**src/rtl/serial_adder_pkg.sv**
```systemverilog
// serial_adder_pkg: shared types and limits for the bit-serial adder.
//   state_e    FSM encoding {IDLE, RUN, DONE}
//   WIDTH_MAX  largest supported operand width
package serial_adder_pkg;

   typedef enum logic [1:0] {
      IDLE = 2'd0,
      RUN  = 2'd1,
      DONE = 2'd2
   } state_e;

   localparam int unsigned WIDTH_MAX = 32;

endpackage

```
**src/rtl/fa_cell.sv**
```systemverilog
// fa_cell: purely combinational one-bit full adder.
// Ports:
//   a, b  in   addend bits
//   c     in   carry in
//   s     out  sum bit
//   co    out  carry out
module fa_cell (
   input  logic a,
   input  logic b,
   input  logic c,
   output logic s,
   output logic co
);

   assign s  = a ^ b ^ c;
   assign co = (a & b) | (c & (a ^ b));

endmodule

```
**src/rtl/serial_adder.sv**
```systemverilog
// serial_adder: bit-serial unsigned adder. Latches two WIDTH-bit operands and a
// carry-in on an accepted start, then adds one bit per cycle (LSB first) through a
// single fa_cell with a registered carry. Result returns with a one-cycle done pulse.
// Optional feature macro: SERIAL_ADDER_OVF_EN adds the ovf output (signed overflow).
// Ports:
//   clk    in   clock, rising edge
//   rst_n  in   asynchronous active-low reset
//   start  in   request, sampled in IDLE or DONE only
//   a, b   in   WIDTH-bit operands, sampled on the accepting edge
//   cin    in   carry in, sampled on the accepting edge
//   busy   out  high while adding
//   done   out  one-cycle pulse when sum/cout are updated
//   sum    out  WIDTH-bit result, held until the next completion
//   cout   out  carry out of the MSB, held with sum
//   ovf    out  (SERIAL_ADDER_OVF_EN only) carry into MSB xor carry out of MSB
module serial_adder
   import serial_adder_pkg::*;
#(
   parameter int unsigned WIDTH = 8
) (
   input  logic             clk,
   input  logic             rst_n,
   input  logic             start,
   input  logic [WIDTH-1:0] a,
   input  logic [WIDTH-1:0] b,
   input  logic             cin,
   output logic             busy,
   output logic             done,
   output logic [WIDTH-1:0] sum,
`ifdef SERIAL_ADDER_OVF_EN
   output logic             ovf,
`endif
   output logic             cout
);

   localparam int unsigned CntW = $clog2(WIDTH);
   localparam logic [CntW-1:0] LastCnt = CntW'(WIDTH - 1);

   if (WIDTH < 2 || WIDTH > WIDTH_MAX) begin : g_bad_width
      $error("serial_adder: WIDTH out of range");
   end

   state_e           state_q, state_d;
   logic [CntW-1:0]  cnt_q, cnt_d;
   logic             carry_q, carry_d;
   logic [WIDTH-1:0] a_sr_q, a_sr_d;
   logic [WIDTH-1:0] b_sr_q, b_sr_d;
   // Only WIDTH-1 earlier sum bits need storing; the last bit comes straight from the cell.
   logic [WIDTH-2:0] s_sr_q, s_sr_d;
   logic             busy_q, busy_d;
   logic             done_q, done_d;
   logic [WIDTH-1:0] sum_q, sum_d;
   logic             cout_q, cout_d;
`ifdef SERIAL_ADDER_OVF_EN
   logic             ovf_q, ovf_d;
`endif

   logic fa_s, fa_co;

   fa_cell u_fa_cell (
      .a  (a_sr_q[0]),
      .b  (b_sr_q[0]),
      .c  (carry_q),
      .s  (fa_s),
      .co (fa_co)
   );

   always_comb begin
      state_d = state_q;
      cnt_d   = cnt_q;
      carry_d = carry_q;
      a_sr_d  = a_sr_q;
      b_sr_d  = b_sr_q;
      s_sr_d  = s_sr_q;
      busy_d  = busy_q;
      done_d  = 1'b0;
      sum_d   = sum_q;
      cout_d  = cout_q;
`ifdef SERIAL_ADDER_OVF_EN
      ovf_d   = ovf_q;
`endif

      unique case (state_q)
         IDLE, DONE: begin
            state_d = IDLE;
            busy_d  = 1'b0;
            if (start) begin
               state_d = RUN;
               busy_d  = 1'b1;
               a_sr_d  = a;
               b_sr_d  = b;
               carry_d = cin;
               cnt_d   = '0;
            end
         end
         RUN: begin
            a_sr_d  = a_sr_q >> 1;
            b_sr_d  = b_sr_q >> 1;
            s_sr_d  = {fa_s, s_sr_q} >> 1;
            carry_d = fa_co;
            if (cnt_q == LastCnt) begin
               // Final bit: cnt holds rather than wrapping.
               state_d = DONE;
               busy_d  = 1'b0;
               done_d  = 1'b1;
               sum_d   = {fa_s, s_sr_q};
               cout_d  = fa_co;
`ifdef SERIAL_ADDER_OVF_EN
               ovf_d   = carry_q ^ fa_co;
`endif
            end else begin
               cnt_d = cnt_q + CntW'(1);
            end
         end
         default: begin
            state_d = IDLE;
            busy_d  = 1'b0;
         end
      endcase
   end

   always_ff @(posedge clk or negedge rst_n) begin
      if (!rst_n) begin
         state_q <= IDLE;
         cnt_q   <= '0;
         carry_q <= 1'b0;
         a_sr_q  <= '0;
         b_sr_q  <= '0;
         s_sr_q  <= '0;
         busy_q  <= 1'b0;
         done_q  <= 1'b0;
         sum_q   <= '0;
         cout_q  <= 1'b0;
`ifdef SERIAL_ADDER_OVF_EN
         ovf_q   <= 1'b0;
`endif
      end else begin
         state_q <= state_d;
         cnt_q   <= cnt_d;
         carry_q <= carry_d;
         a_sr_q  <= a_sr_d;
         b_sr_q  <= b_sr_d;
         s_sr_q  <= s_sr_d;
         busy_q  <= busy_d;
         done_q  <= done_d;
         sum_q   <= sum_d;
         cout_q  <= cout_d;
`ifdef SERIAL_ADDER_OVF_EN
         ovf_q   <= ovf_d;
`endif
      end
   end

   assign busy = busy_q;
   assign done = done_q;
   assign sum  = sum_q;
   assign cout = cout_q;
`ifdef SERIAL_ADDER_OVF_EN
   assign ovf  = ovf_q;
`endif

endmodule

```
**config.mk**
```make
export PLATFORM = sky130hd
export DESIGN_NAME = serial_adder
export DESIGN_NICKNAME = d
export VERILOG_FILES = /design/src/rtl/serial_adder_pkg.sv /design/src/rtl/fa_cell.sv /design/src/rtl/serial_adder.sv
export SDC_FILE = /design/constraint.sdc
export NUM_CORES = 1
export LEC_CHECK = 0
export ABC_AREA = 1
export CAP_MARGIN = 20
export CORE_UTILIZATION = 57
export CTS_CLUSTER_SIZE = 28
export DETAILED_ROUTE_END_ITERATION = 10
export GPL_TIMING_DRIVEN = 0
export PLACE_DENSITY_LB_ADDON = 0.05
export SYNTH_ARGS = -nofsm -noshare
export SYNTH_HDL_FRONTEND = slang
export SYNTH_SLANG_ARGS = --single-unit
export TNS_END_PERCENT = 5
```
**constraint.sdc**
```tcl
create_clock -name clk -period 2 [get_ports clk]
set_input_delay 0.2 -clock clk [delete_from_list [all_inputs] [get_ports clk]]
set_output_delay 0.2 -clock clk [all_outputs]
set_load 0.02 [all_outputs]
```
* After elaboration in Yosys (flattened, before gate mapping) *
Index checks and enable logic that the tools add are counted.

word-level totals
  register bits = 40
  input port bits = 20
  output and inout bits = 11

cells by class
  $add $sub $neg = 1
  equal/unequal tests = 6
  multiplexer cells = 17
  bitwise logic cells = 5
  reduce and logical (&&, ||, !) cells = 6

operators with widths
  kind                                                              number
  8-bit one-hot mux with 2 select lines                             2
  8-bit 2-to-1 mux                                                  2
  1-bit 2-to-1 mux                                                  6
  3-bit 2-to-1 mux                                                  2
  2-bit != test (second input constant)                             3
  3-bit one-hot mux with 2 select lines                             1
  1-bit one-hot mux with 2 select lines                             2
  2-bit one-hot mux with 2 select lines                             1
  2-bit AND reduction                                               2
  3-bit by 1-bit adder with 3-bit output (second input constant)    1
  3-bit == test (second input constant)                             1
  3-bit AND reduction                                               1
  1-bit AND                                                         2
  2-bit by 1-bit == test with 1-bit output (second input constant)  1
  2-bit == test (second input constant)                             1
  2-bit zero test                                                   1
  2-bit 2-to-1 mux                                                  1
  2-bit nonzero test                                                1
  2-bit OR reduction                                                1
  1-bit bitwise XOR                                                 2
  1-bit bitwise OR                                                  1

* Depth between registers and ports, before layout *
  depth in word-level cells = 4
  gate-level depth with buffers = 7

* Cells and area by module *
From an unflattened synthesis, not the netlist that was laid out.

unflattened totals
  cells, all modules = 229
  area, all modules = 1871.8 µm²

modules (own cells, without submodules)
  module        instances  cells an instance  area each (µm²)
  serial_adder  1          228                1851.8
  fa_cell       1          1                  20.0

* Least setup slack after synthesis *
OpenSTA, ideal clock, no wires.

  kind = reg2reg
  start point = register cnt_q[0]
  end point = register cnt_q[0]
  setup time = 65 ps
  arrival = 1184 ps
  required time = 1935 ps
  setup slack = 751 ps
  stages on the path, launching flop included = 8
  cell sequence = dfrtp_1 -> ha_1 -> ha_1 -> inv_1 -> nand3_1 -> nand2_1 -> nand2_1 -> nand2_1

on the way
  longest elaborated chain between the ends = 3
  elaborated cells between the ends (all ways) = 6
  classes of those cells = add/sub (1); eq/ne (2); mux (2); reduce/logical (1)

RTL lines
  item                                                                                 line                                      source
  start: declaration                                                                   serial_adder.sv:44                        logic [CntW-1:0] cnt_q, cnt_d;
  start signal: assignment                                                             serial_adder.sv:139                       cnt_q <= cnt_d;
  3-bit by 1-bit adder with 3-bit output / 3-bit == test (equally long branches)       serial_adder.sv:112, serial_adder.sv:101
  3-bit 2-to-1 mux / 2-bit != test (equally long branches)                             -
  3-bit one-hot mux with 2 select lines / 3-bit AND reduction (equally long branches)  -

Several ways; a longest one is shown, not always the timed one. The select of a mux whose other input is x is not followed.
A chain may end at the register's enable or synchronous reset.

* Worst setup path in the final report *
  start point = register busy_q (netlist: busy)
  end point = output busy

RTL lines
  item                      line                 source
  start: declaration        serial_adder.sv:50   logic busy_q, busy_d;
  start signal: assignment  serial_adder.sv:144  busy_q <= busy_d;
  end: declaration          serial_adder.sv:27   output logic busy,

No word-level cell between the ends.

==> results.sh <==
export IMPL_status="complete, no violations"
export IMPL_clock_sinks=40
export IMPL_synth_nets=253
export IMPL_fin_nets=291
export IMPL_report_final_slew_viol_count=0
export IMPL_min_period_over_period=0.772
export IMPL_synth_distinct_cells=17
export IMPL_cpMaxStageDelayCell="clkdlybuf4s50_1"
export IMPL_r2r_setup_slack_ns=0.56
export IMPL_cts_inserted_buffers=5
export IMPL_power_density_mw_per_mm2=1440
export IMPL_grt_antenna_before_repair=0
export IMPL_io_buffer_count=30
export IMPL_wl_per_cell_um=11.7
export IMPL_die_area_mm2=0.00368
export IMPL_cts_clk_slew_worst_paths_ns=0.11
export IMPL_timing_hold_violations_final=0
export IMPL_grt_pass1_vias=1417
export IMPL_max_slew_margin=0.427
export IMPL_first_iter_violations=91
export IMPL_netlist_instances=230
export IMPL_totalWireLength_um=3640
export IMPL_synth_top_cell_area_share=0.511
export IMPL_grtUsageTotal=0.237
export IMPL_hold_class="in -> reg"
export IMPL_cp_cell_sequence="clkdlybuf4s50_1"
export IMPL_grt_setup_unrepaired="false"
export IMPL_tightest_slew_ns=0.860
export IMPL_gp_congestion=0.755
export IMPL_grt_pass1_wl_um=6240
export IMPL_ios=31
export IMPL_utilization=0.751
export IMPL_yosysTopAreaCell="dfrtp_1"
export IMPL_core_mm2=0.00315
export IMPL_grt_start_max_net_pins=41
export IMPL_cp_required_ns=1.80
export IMPL_final_min_clock_period_ns=1.54
export IMPL_syn_area_mm2=0.00196
export IMPL_arrival_ns=1.34
export IMPL_via_per_inst=4.88
export IMPL_clock_latency_ns=0.35
export IMPL_cts_buffer_depth=2
export IMPL_drt_pass1_iterations=4
export IMPL_rows=20
export IMPL_synth_warnings=0
export IMPL_crit_family="buffers and inverters"
export IMPL_die_w_um=60.7
export IMPL_worst_path_buf_inv=1
export IMPL_clock_fmax_mhz=648
export IMPL_cts_root_buffer="clkbuf_4"
export IMPL_finalClockSkew_ns=0.00629
export IMPL_yosysSeqAreaShare=0.511
export IMPL_setup_viol=0
export IMPL_die_y_um=60.7
export IMPL_ys_seq_elements=40
export IMPL_drtAntennaViolNets=0
export IMPL_vdd_drop_max_v=0.000971
export IMPL_cts_tree="built"
export IMPL_dp_hpwl_um=2530
export IMPL_num_vias=1522
export IMPL_drc=0
export IMPL_initial_core_util=0.622
export IMPL_cpPeakStageDelay_ns=0.61
export IMPL_cts_resized=0
export IMPL_synth_area_leaders="dfrtp_1, nand2_1, nand3_1, inv_1, buf_6"
export IMPL_grt_overflow=0
export IMPL_diodes=0
export IMPL_worst_setup_path_type="reg -> out"
export IMPL_end_kind="output pin"
export IMPL_final_setup_worst_slack_ns=0.456
export IMPL_dpl_worst_slack_ns=0.599
export IMPL_drv_cap=0
export IMPL_synth_area_per_cell_um2=8.52
export IMPL_power_leakage_nw=1.28
export IMPL_finalPower_mw=3.41
export IMPL_htreeDepth=2
export IMPL_postCtsSetupBuffers=0
export IMPL_cp_start_kind="register"
export IMPL_crit_fanout=2
export IMPL_layout_drive_gt1_share=0.112
export IMPL_syn_to_final_growth_pct=20.7
export IMPL_finalSetupTns_ns=0
-- per-layer routing --
layer  part of all wire  GRT usage  wire [µm]  up-vias
met4              0.015     0.0812         55        0
met3              0.048     0.0768        173        7
met5                  0          0          0        -
li1                   -          -          -      778
met1               0.45      0.304       1660      697
met2               0.48      0.383       1760       40
-- Yosys cell counts --
library cell / n
nand2_1: 73
inv_1: 44
dfrtp_1: 40
nand3_1: 34
o21ai_0: 9
o21ai_2: 8
buf_6: 7
nor2_1: 3
ha_1: 2
inv_4: 2
nand2_8: 2
buf_2: 1
buf_4: 1
fa_1: 1
nand2_4: 1
nand3_4: 1
nand4_1: 1
-- registers in the layout (all words and copies together) (netlist names) --
name and flops:
done 1, sum 8, b_sr_q 8, cout 1, cnt_q 3, state_q 2
a_sr_q 8, carry_q 1, busy 1, s_sr_q 7
-- logic make-up after synthesis --
kind of cell,synth area share
AND/OR/NAND/NOR,0.271
adder cells (fa/ha/maj),0.0230
buffers and inverters,0.137
AO/OA/AOI/OAI,0.0587
flip-flops,0.511
-- where the power goes --
part | switching [mW] | internal (mW) | leakage, nW
sequential | 0.190 | 1.17 | 0.504
clock | 0.253 | 0.130 | 0.0281
combinational | 0.958 | 0.710 | 0.746
total | 1.40 | 2.01 | 1.28
-- stage by stage --
stage | hold WS [ns] | cell area [µm²] | std cells
final | 0.410 | 2370 | 312
after global routing | 0.431 | 2370 | 312
after CTS | 0.399 | 2370 | 312
after detailed placement | 0.364 | 2310 | 304
after global placement | 0.453 | 2320 | 304
after floorplan | -0.0956 | 1960 | 230
-- timing repair --
item | in CTS | in global routing
hold buffers | 1 | 0
hold endpoints to repair | 40 | 0
endpoints found under the setup margin | 0 | 0
-- placed cells by master (no fill, tap or decap) --
cell and count:
clkinv_2 1, dfrtp_1 40, buf_6 7, nor2_1 3
nand2_4 1, clkbuf_1 1, nand2_8 2, clkbuf_4 5
buf_4 1, ha_1 2, nand3_4 1, o21ai_2 8
nand3_1 34, dlygate4sd3_1 1, o21ai_0 9, fa_1 1
inv_4 2, buf_2 2, nand2_1 73, inv_1 44
nand4_1 1, clkdlybuf4s50_1 29
-- layout make-up --
cell class / instances / area [µm²]
Buffer: 9 / 91.3
Timing Repair Buffer: 31 / 305
Multi-Input combinational cell: 135 / 691
Sequential cell: 40 / 1000
Fill cell: 250 / 786
Inverter: 46 / 178
Clock buffer: 6 / 41.3
Clock inverter: 1 / 5.00
Tap cell: 44 / 55.1
-- path summary, 6_finish.rpt --
kind	cells past startpoint	from	to
max	1	busy	busy
min	3	b[7]	b_sr_q[7]
max reg2reg	7	cnt_q[0]	cnt_q[0]
min reg2reg	2	s_sr_q[0]	sum[0]
max in group asynchronous	2	rst_n	state_q[0]
min in group asynchronous	2	rst_n	sum[1]
(Power assumes the default switching activity.)
==> edit 1: new RTL, same flow settings <==
Change the parameter `WIDTH` from 8 to 16.
--- a/src/rtl/serial_adder.sv
+++ b/src/rtl/serial_adder.sv
@@ -18,3 +18,3 @@
 #(
-   parameter int unsigned WIDTH = 8
+   parameter int unsigned WIDTH = 16
 ) (
Ports: changed (resized a, b and sum); port bits go from 31 to 55. The function was not compared with the original's and may differ.
==> edit 1 against the original RTL <==
The flow now finishes with violations (negative hold slack); hold slack got worse by 0.45 ns; final area rose by 78%; register-to-register slack improved by 0.04 ns; synthesized cell count rose by 75%; worst setup slack got worse by 0.053 ns; die area rose by 67%; synthesized area rose by 69%; maximum frequency fell by 3.3%; sequential cell count rose by 32; routed wire length rose by 83%; power rose by 91%; largest cell class unchanged.
==> edit 1: results <==
grt:
  global_route.usage.met2_pct: 41.58
  gr-usage-all-layers_pct: 24.40
  grt_pass1_wl_mm: 11.47
  grt_util_met1_pct: 29.48
  first_global_vias: 2562
place:
  placement.io_buffers: 54
  placed_cells_incl_taps: 529
  placedInstanceArea_um2: 3949
  place_congestion: 0.7939
drt:
  routed-wl-met3_um: 247
  vias: 2670
  wl_met1_mm: 3.001
  drt-wirelength-per-cell_um: 12.20
  viasPerCell: 4.899
  met2_layer_wire_length_in_the_routed_design_mm: 3.284
  drtIter0Drc: 160
sta:
  worst_clock_skew_ns: 0.01289
  report.final.hold_viol_count: 15
  whs_ns: -0.04280
logic_synthesis:
  synth_cell_types: 22
  syn-num-nets: 441
  ys_seq_area_share_pct: 54.26
  synth_seq_cells: 72
  syn_avg_cell_area_um2: 8.240
  list_of_most_frequent_post_synthesis_cells: "sky130_fd_sc_hd__nand2_1 (120), sky130_fd_sc_hd__dfrtp_1 (72), sky130_fd_sc_hd__inv_1 (69)"
final_layout:
  clkCellAreaFrac_pct: 6.043
  seq-cell-share_pct: 42.87
  nonClockBufferCount: 75
  multi_input_area_share_pct: 26.35
  nNetsFinal: 506
  layout_filler_cell_count: 444
  final_layout_size_suffix_gt1_share_pct: 9.514
  layout.comb_gates.multi_input: 240
  final_util_pct: 75.40
clocking:
  numCtsBuffers: 9
  cts-root-buf: "sky130_fd_sc_hd__clkbuf_8"
  h_tree_lvls: 3
status:
  status: "finished with violations"
  violations: "negative hold slack"
power_and_ir_drop:
  cellLeakagePower_uw: 0.002206
setup_path:
  reg2reg_setup_slack_ns: 0.60
  rr_endpoint: "a_sr_q[1]$_DFFE_PN0P_"
  crit-reg2reg-launch: "state_q[0]$_DFFE_PN0P_"
  cp_max_fo: 3
  r2r_cells: 6
min_path:
  timing.hold.worst.class: "in2async"
## edit 1: kinds of logic (layout without fill, tap and decap cells)
family / after synthesis / count (layout) / share of synthesized area, %
flops: 72 / 72 / 54.26
simple gates: 173 / 173 / 22.57
buf+inv: 91 / 161 / 12.40
compound gates: 65 / 65 / 9.796
fa+ha+maj: 2 / 2 / 0.9796
## edit 1: how the worst max path moves through the flow
stage	from	end	slack, ns	depth (start not counted)
after floorplan	state_q[0]$_DFFE_PN0P_	sum[14]$_DFFE_PN0P_	0.78	5
after global placement	rst_n	a_sr_q[9]$_DFFE_PN0P_	-1.69	1
after CTS	state_q[0]$_DFFE_PN0P_	busy	0.40	1
final	state_q[0]$_DFFE_PN0P_	busy	0.40	1
after detailed placement	start	a_sr_q[4]$_DFFE_PN0P_	0.41	6
after global routing	state_q[0]$_DFFE_PN0P_	busy	0.34	1
## edit 1: report_power, final
part           total, µW  switching (µW)  internal [µW]
clock               1430             537            895
sequential          2410             305           2110
combinational       2680            1610           1070
==> edit 2: new RTL, same flow settings <==
Made on the original files. Encoding of `state_e`: now one-hot (3 bits for 3 states).
--- a/src/rtl/serial_adder_pkg.sv
+++ b/src/rtl/serial_adder_pkg.sv
@@ -5,6 +5,6 @@
 
-   typedef enum logic [1:0] {
-      IDLE = 2'd0,
-      RUN  = 2'd1,
-      DONE = 2'd2
+   typedef enum logic [2:0] {
+      IDLE = 3'b001,
+      RUN  = 3'b010,
+      DONE = 3'b100
    } state_e;
Function: same outputs for any inputs over 10 cycles, from zero or initial values and one cycle with rst_n low; not proved beyond that.
==> edit 2 against the original RTL <==
Worst setup slack worse by 0.097 ns; final area is 1.4% lower; clock power is 41% higher; clock skew is 0.0055 ns higher; sequential power is 5% lower; synthesized area is 3.4% lower; routed wire length is 2.7% higher; utilization is 0.12 points higher; global-route usage is 2.0 points higher; sequential cell count is 1 higher; die area is 3.3% lower; power is 16% lower; maximum frequency is 5.9% lower; critical path type is now reg2reg.
==> edit 2: results <==
grt:
  antenna_found_initial: 0
  global_route.usage.met2_pct: 39.81
  grt_util_met1_pct: 33.29
  first_global_vias: 1473
  gr-usage-met3_pct: 8.297
  grt_pass1_wl_mm: 6.527
setup_path:
  r2r_cells: 6
  crit_slowest_cell: "sky130_fd_sc_hd__dfrtp_1"
  crit_arrival_ns: 1.94
  rr_endpoint: "sum[3]$_DFFE_PN0P_"
  cp_max_fo: 10
logic_synthesis:
  synth_top_cells_by_area: "sky130_fd_sc_hd__dfrtp_1 (53%), sky130_fd_sc_hd__nand2_1 (19%), sky130_fd_sc_hd__nand3_1 (10%)"
  postSynth.asyncResetShare_pct: 100.0
  synth_cell_types: 21
  ys_seq_area_share_pct: 54.26
  list_of_most_frequent_post_synthesis_cells: "sky130_fd_sc_hd__nand2_1 (95), sky130_fd_sc_hd__dfrtp_1 (40), sky130_fd_sc_hd__nand3_1 (39)"
  syn-num-nets: 250
place:
  place_congestion: 0.8162
  placedInstanceArea_um2: 2243
  post-dp-hpwl_mm: 2.559
  pre_cts_ws_ns: 0.3859
sta:
  worst_clock_skew_ns: 0.01183
  fin_ws_ns: 0.3583
  whs_ns: 0.4032
power_and_ir_drop:
  power_combinational_uw: 1040
  cellLeakagePower_uw: 0.001244
  vdd_drop_max_v: 0.0006710
  share_clk_of_total_power_pct: 18.7
status:
  status: "completed"
drt:
  drtIter0Drc: 93
  drt-wirelength-per-cell_um: 12.07
  viasPerCell: 5.142
  routed-wl-met3_um: 166
  wl_met1_mm: 1.738
final_layout:
  nNetsFinal: 288
  final_layout_size_suffix_gt1_share_pct: 9.023
clocking:
  hold_buffers: 1
-- edit 2: cell types whose count changed in the layout (fill, tap and decap cells not counted), sizes merged --
cell    delta
dfstp      +1
nand2     +21
o21ai      -5
or2        +1
nand3      +5
bufinv     +1
a21oi      +3
clkbuf     +3
nand4      -1
nor2       +4
nor3       +1
buf        +1
inv       -37
-- edit 2: worst max-delay path by stage --
stage                    startpoint                    end  cells after the start
2_1_floorplan  cnt_q[0]$_DFFE_PN0P_   cnt_q[0]$_DFFE_PN0P_                      6
3_3_place_gp                  rst_n  a_sr_q[3]$_DFFE_PN0P_                      1
3_5_place_dp   cnt_q[0]$_DFFE_PN0P_     sum[3]$_DFFE_PN0P_                      6
4_1_cts        cnt_q[0]$_DFFE_PN0P_     sum[3]$_DFFE_PN0P_                      6
5_1_grt        cnt_q[0]$_DFFE_PN0P_     sum[2]$_DFFE_PN0P_                      6
6_report       cnt_q[0]$_DFFE_PN0P_     sum[3]$_DFFE_PN0P_                      6
-- edit 2: logic make-up (layout without fill, tap and decap cells) --
group,count (synthesis),in the layout,synth area share (%)
compound gates,15,15,3.965
fa+ha+maj,3,3,2.379
buf+inv,22,61,5.816
flops,41,41,54.26
simple gates,146,146,33.58
-- edit 2: area by class of cell --
cell class | instances | area (µm²)
sequential | 41 | 1027
fill | 259 | 769.5
multi-input combinational | 164 | 755.7
timing repair buffer | 31 | 305.3
buffer | 13 | 76.32
tap | 44 | 55.05
clock buffer | 6 | 41.29
clock inverter | 2 | 38.79
inverter | 9 | 33.78
-- edit 2: through the flow --
step | cells | setup TNS (ns) | total power [µW]
6_report | 310 | 0 | 2878
5_1_grt | 310 | 0 | 3112
4_1_cts | 310 | 0 | 2896
3_5_place_dp | 301 | 0 | 2356
3_3_place_gp | 301 | -11.43 | 2321
2_1_floorplan | 227 | 0 | 2036
